===== src/rtl/sta_result_drain_if.sv =====
// Result stream from the tensor-array drain to requant/writeback.
// Master drives beats; slave returns ready.
interface sta_result_drain_if #(
  parameter int N     = 4,
  parameter int ACC_W = 32
);
  localparam int RW = $clog2(N);

  logic                    out_valid;
  logic                    out_ready;
  logic signed [ACC_W-1:0] out_data;
  logic [RW-1:0]           out_row;
  logic [RW-1:0]           out_col;
  logic                    out_last;

  modport master (
    output out_valid,
    output out_data,
    output out_row,
    output out_col,
    output out_last,
    input  out_ready
  );

  modport slave (
    input  out_valid,
    input  out_data,
    input  out_row,
    input  out_col,
    input  out_last,
    output out_ready
  );
endinterface


===== src/rtl/sta_result_drain.sv =====
// Snapshot the NxN accumulators on capture and stream the
// active entries in row-major order, one beat per handshake.
module sta_result_drain #(
  parameter int N     = 4,
  parameter int ACC_W = 32
) (
  input  logic                 clk,
  input  logic                 reset,
  input  logic                 capture,
  input  logic [N*ACC_W-1:0]   c0_in,
  input  logic [N*ACC_W-1:0]   c1_in,
  input  logic [N*ACC_W-1:0]   c2_in,
  input  logic [N*ACC_W-1:0]   c3_in,
  input  logic [N*N-1:0]       pe_mask,
  sta_result_drain_if.master   out,
  output logic                 busy,
  output logic                 array_released,
  output logic                 drain_done,
  output logic                 capture_overrun
);

  localparam int E  = N * N;
  localparam int IW = $clog2(E);
  localparam int RW = $clog2(N);

  typedef enum logic {
    IDLE,
    DRAIN
  } state_t;

  state_t           state_q;
  logic [ACC_W-1:0] shadow_q [E];
  logic [E-1:0]     mask_q;
  logic [IW-1:0]    idx_q;
  logic             rel_q;
  logic             done_q;
  logic             ovr_q;

  logic [N*ACC_W-1:0] rows_w [N];
  logic [IW-1:0]      first_d;
  logic [IW-1:0]      next_d;
  logic               last_d;
  logic               hs;

  assign rows_w[0] = c0_in;
  assign rows_w[1] = c1_in;
  assign rows_w[2] = c2_in;
  assign rows_w[3] = c3_in;

  // Lowest set bit of the incoming mask: first entry to emit.
  always_comb begin
    first_d = '0;
    for (int i = E - 1; i >= 0; i--) begin
      if (pe_mask[i]) first_d = IW'(i);
    end
  end

  // Next active entry above idx; none found means this beat is last.
  always_comb begin
    next_d = idx_q;
    last_d = 1'b1;
    for (int i = E - 1; i >= 0; i--) begin
      if (mask_q[i] && (i > int'(idx_q))) begin
        next_d = IW'(i);
        last_d = 1'b0;
      end
    end
  end

  assign hs = (state_q == DRAIN) && out.out_ready;

  // Drain FSM with snapshot capture and registered status pulses.
  always_ff @(posedge clk) begin
    if (reset) begin
      state_q <= IDLE;
      mask_q  <= '0;
      idx_q   <= '0;
      rel_q   <= 1'b0;
      done_q  <= 1'b0;
      ovr_q   <= 1'b0;
      for (int i = 0; i < E; i++) begin
        shadow_q[i] <= '0;
      end
    end else begin
      rel_q  <= 1'b0;
      done_q <= 1'b0;
      ovr_q  <= 1'b0;
      unique case (state_q)
        IDLE: begin
          if (capture) begin
            rel_q <= 1'b1;
            if (|pe_mask) begin
              for (int r = 0; r < N; r++) begin
                for (int c = 0; c < N; c++) begin
                  shadow_q[r*N+c] <= rows_w[r][c*ACC_W +: ACC_W];
                end
              end
              mask_q  <= pe_mask;
              idx_q   <= first_d;
              state_q <= DRAIN;
            end else begin
              done_q <= 1'b1;
            end
          end
        end
        DRAIN: begin
          ovr_q <= capture;
          if (hs) begin
            if (last_d) begin
              state_q <= IDLE;
              done_q  <= 1'b1;
            end else begin
              idx_q <= next_d;
            end
          end
        end
        default: state_q <= IDLE;
      endcase
    end
  end

  assign out.out_valid   = (state_q == DRAIN);
  assign out.out_data    = shadow_q[idx_q];
  assign out.out_row     = idx_q[IW-1:RW];
  assign out.out_col     = idx_q[RW-1:0];
  assign out.out_last    = (state_q == DRAIN) && last_d;
  assign busy            = (state_q == DRAIN);
  assign array_released  = rel_q;
  assign drain_done      = done_q;
  assign capture_overrun = ovr_q;

endmodule


===== src/flat_wrapper.sv =====
// flat-port wrapper written by rule: the top's interface ports become plain ports
module sta_result_drain_flat 
#(
  parameter int N     = 4,
  parameter int ACC_W = 32
)
  (clk, reset, capture, c0_in, c1_in, c2_in, c3_in, pe_mask, busy, array_released, drain_done, capture_overrun, out_out_valid, out_out_data, out_out_row, out_out_col, out_out_last, out_out_ready);
  sta_result_drain_if #(.N(N), .ACC_W(ACC_W)) out_i ();
  input  logic clk;
  input  logic reset;
  input  logic capture;
  input  logic [N*ACC_W-1:0] c0_in;
  input  logic [N*ACC_W-1:0] c1_in;
  input  logic [N*ACC_W-1:0] c2_in;
  input  logic [N*ACC_W-1:0] c3_in;
  input  logic [N*N-1:0] pe_mask;
  output logic busy;
  output logic array_released;
  output logic drain_done;
  output logic capture_overrun;
  output wire logic [$bits(out_i.out_valid)-1:0] out_out_valid;
  output wire logic [$bits(out_i.out_data)-1:0] out_out_data;
  output wire logic [$bits(out_i.out_row)-1:0] out_out_row;
  output wire logic [$bits(out_i.out_col)-1:0] out_out_col;
  output wire logic [$bits(out_i.out_last)-1:0] out_out_last;
  input wire logic [$bits(out_i.out_ready)-1:0] out_out_ready;
  assign out_out_valid = out_i.out_valid;
  assign out_out_data = out_i.out_data;
  assign out_out_row = out_i.out_row;
  assign out_out_col = out_i.out_col;
  assign out_out_last = out_i.out_last;
  assign out_i.out_ready = out_out_ready;
  sta_result_drain #(.N(N), .ACC_W(ACC_W)) u_core (.clk(clk), .reset(reset), .capture(capture), .c0_in(c0_in), .c1_in(c1_in), .c2_in(c2_in), .c3_in(c3_in), .pe_mask(pe_mask), .out(out_i), .busy(busy), .array_released(array_released), .drain_done(drain_done), .capture_overrun(capture_overrun));
endmodule

===== config.mk =====
export PLATFORM = sky130hd
export DESIGN_NAME = sta_result_drain_flat
export DESIGN_NICKNAME = d
export VERILOG_FILES = /design/src/rtl/sta_result_drain_if.sv /design/src/rtl/sta_result_drain.sv /design/src/flat_wrapper.sv
export SDC_FILE = /design/constraint.sdc
export NUM_CORES = 1
export LEC_CHECK = 0
export CORE_MARGIN = 2
export CORE_UTILIZATION = 40
export DETAILED_ROUTE_END_ITERATION = 10
export GPL_TIMING_DRIVEN = 1
export PLACE_DENSITY = 0.73
export SETUP_SLACK_MARGIN = 0.02
export SYNTH_ARGS = -nofsm -noshare
export SYNTH_HDL_FRONTEND = slang
export SYNTH_SLANG_ARGS = --single-unit

===== constraint.sdc =====
create_clock -name clk -period 8.3 [get_ports clk]
set_clock_uncertainty 0.15 [all_clocks]
set_input_delay 1.245 -clock clk [delete_from_list [all_inputs] [get_ports clk]]
set_output_delay 1.245 -clock clk [all_outputs]
set_load 0.005 [all_outputs]

==> results.ini <==
[status]
outcome = finished, final reports clean

[clock_tree]
cts_resized = 0
htree_levels = 2
cts_sinks = 539
path_clk_slew_ps = 60
cts_tree = done
post_cts_buffers = 0
hold_buffers = 0
root_buffer = clkbuf_16
cts_buffers = 57
clock_latency_ps = 600
clk_path_buf_depth = 3

[final_layout]
final_nets = 2539
drive_gt1_share_pct = 13.16
post-route-util_pct = 54.76
syn2layout_area_growth_pct = 34.62

[drt]
routed_wl_um = 64290
dr.first_iter.drc_count = 1155
drc = 0
route.antenna.remaining_nets = 0
dr_wl_met2_um = 32600
via_per_inst = 5.126
drt_pass1_iterations = 5
wl_per_cell_um = 22.66
vias = 14540
met3_length_um = 5342
wl_met1_um = 24600
top_layer_used = met5

[logic_synthesis]
async_flop_share_pct = 0
synth_edf_count = 512
mappedNetlistNets = 1993
syn_inst = 1461
synth_area_sq_mm = 0.02410
synth_top_cell_by_area = edfxtp_1
ys_seq_elements = 539
ys_types = 48
synth_area_leaders = edfxtp_1, mux4_2, and2_1, nor2b_1, dfxtp_1
yosys.area.top_type_share_pct = 63.81
yosysWarningCount = 0
seq_area_frac_synth_pct = 66.05
synthFlopType = edfxtp_1
avgSynthCellArea_sq_um = 16.49

[die]
die-area_sq_mm = 0.06222
io_pins = 574
start_util_pct = 40.67
rows = 89
die_h_um = 249.4
core_area_sq_mm = 0.05924
die_x_um = 249.4

[timing]
drv_slew = 0
finalCriticalPeriod_ps = 5005
hold_viol_final = 0
grt_setup_unrepaired = false
period_share_pct = 60.30
fmax_ghz = 0.1998
setup_viol = 0
finalSetupTns_ps = 0
maxSlewHeadroom_pct = 21.72
worst_pin_slew_ps = 1174

[power]
p_comb_share_pct = 14.7
internal-power_mw = 5.323
seq_power_share_pct = 48.7
power.net_switching_mw = 1.530
peakVddDrop_mv = 0.1627
leakage_nw = 11.54
swShare_pct = 22.33
power_density_mw_per_mm2 = 211.3
p_clk_share_pct = 36.6

[grt]
grt.total_usage_pct = 20.50
grt-ovfl-total = 0
grt_max_degree = 183
antenna_found_initial = 21
grt_pass1_vias = 15520
grt_pass1_wl_um = 95750

[place]
place.gp.congestion = 0.8842
dp_hpwl_um = 44690
port_buffers = 573

[job]
max_cap_violations = 0

[worst_setup_path]
crit_chain = buf_4 -> mux4_2 -> mux4_2 -> clkdlybuf4s50_1
crit_slowest_cell = buf_4
cp-end-kind = primary output
cp.required_ps = 6900
critical_path_class = flip-flop to primary output
crit_top_cell = mux4_2
critPathMaxStageDelay_ps = 700
cpLargestDelayFamily = buffers and inverters
worstPathArrival_ps = 3610
path_buf_inv = 2
crit_fanout = 37
cp-start-kind = flip-flop

[min_path]
min_path_type = flip-flop to flip-flop

## layer usage
metal	up-vias	global-route usage (%)
li1	6590	-
met1	7270	25.21
met2	565	35.05
met3	106	5.736
met4	12	6.592
met5	-	0
## cell type report
cell class              count  area, sq um
repair buffers            588         5899
well taps                 773        967.2
flip-flops and latches    539        15930
inverters                  10        37.54
multi-input cells         811         7742
clock buffers              68         1510
fillers                  4743        26800
clock inverters            35        321.6
diodes                     13        32.53
## cell usage after synthesis, drive strengths merged, types with 2 or more instances
cell    count
a31o        2
or2         2
edfxtp    512
nand3       2
nor2       32
nor4        5
and2      321
o41ai       3
dfxtp      27
inv        10
nor3        5
mux4      160
a21boi      3
mux2i      15
a221oi      5
o22ai       4
a211oi      3
o31ai       5
nor2b     195
nand2b      5
and2b       2
nand2       5
o21ai       5
clkbuf     78
buf        23
a21o        3
a21oi      10
o211ai      3
nor3b       3
## layout by cell type, fill, tap and decap left out, types with 4 or more instances in the layout
master	Yosys	final
o22ai_1	4	4
clkinv_1	0	17
a21oi_1	9	9
dfxtp_1	27	23
edfxtp_1	512	512
nor3_1	5	5
nor2b_1	195	195
clkbuf_16	0	59
clkinvlp_4	0	4
a221oi_1	5	5
mux4_2	160	160
clkbuf_1	78	9
inv_1	10	10
nor2_1	32	31
o21ai_0	5	5
diode_2	0	13
and2_1	321	321
mux2i_1	15	15
bufinv_16	0	6
nand2b_1	5	5
clkinv_2	0	6
o31ai_1	5	5
buf_12	0	4
clkdlybuf4s50_1	0	572
nand2_1	5	5
buf_4	4	11
## kinds of logic (layout without fill, tap and decap cells)
kind of cell	after synthesis	after routing	share of synthesized area, %
simple gates	581	581	14.81
flops	539	539	66.05
mux	175	175	15.58
buf+inv	111	701	1.890
compound gates	55	55	1.672
other cells	0	13	0
## worst min-delay path: stages (launching register included)
cell	delay (ps)
dfxtp_1	340
mux2i_1	70
nor2_1	70
## stage by stage
stage               total power, mW  instance area [sq um]  instances  setup WS, ps  hold slack (ps)
floorplan                     3.888                  24100       1461          1946            303.6
global placement              4.385                  30570       2721          3255            369.2
detailed placement            4.414                  30570       2721          3177            352.9
CTS                           6.928                  32410       2824          3122            368.6
global route                  7.105                  32440       2837          3028            414.3
finish                        6.854                  32440       2837          3295            365.9
## power groups by stage
stage | Combinational [mW] | Clock (mW) | Sequential [mW]
after global routing | 1.08 | 2.66 | 3.36
after detailed placement | 1.02 | 0 | 3.40
after CTS | 1.02 | 2.57 | 3.34
after global placement | 1.00 | 0 | 3.38
final | 1.01 | 2.51 | 3.34
after floorplan | 0.547 | 0 | 3.34
## registers in the layout (all words and copies together), names as in the netlist, named ones only
register / flops
u_core.array_released: 1
u_core.busy: 1
u_core.shadow_q: 512
u_core.drain_done: 1
u_core.idx_q: 4
u_core.capture_overrun: 1
u_core.mask_q: 15
## path summary, 6_finish.rpt
path                       endpoint  slack [ps]  depth (start not counted)        startpoint
max                out_out_data[24]        3300                          4         flip-flop
min                u_core.mask_q[1]         370                          2  u_core.mask_q[1]
min reg2reg        u_core.mask_q[1]         370                          2  u_core.mask_q[1]
max reg2reg  u_core.shadow_q[7][20]        4450                          7       u_core.busy
(Power assumes the default switching activity.)
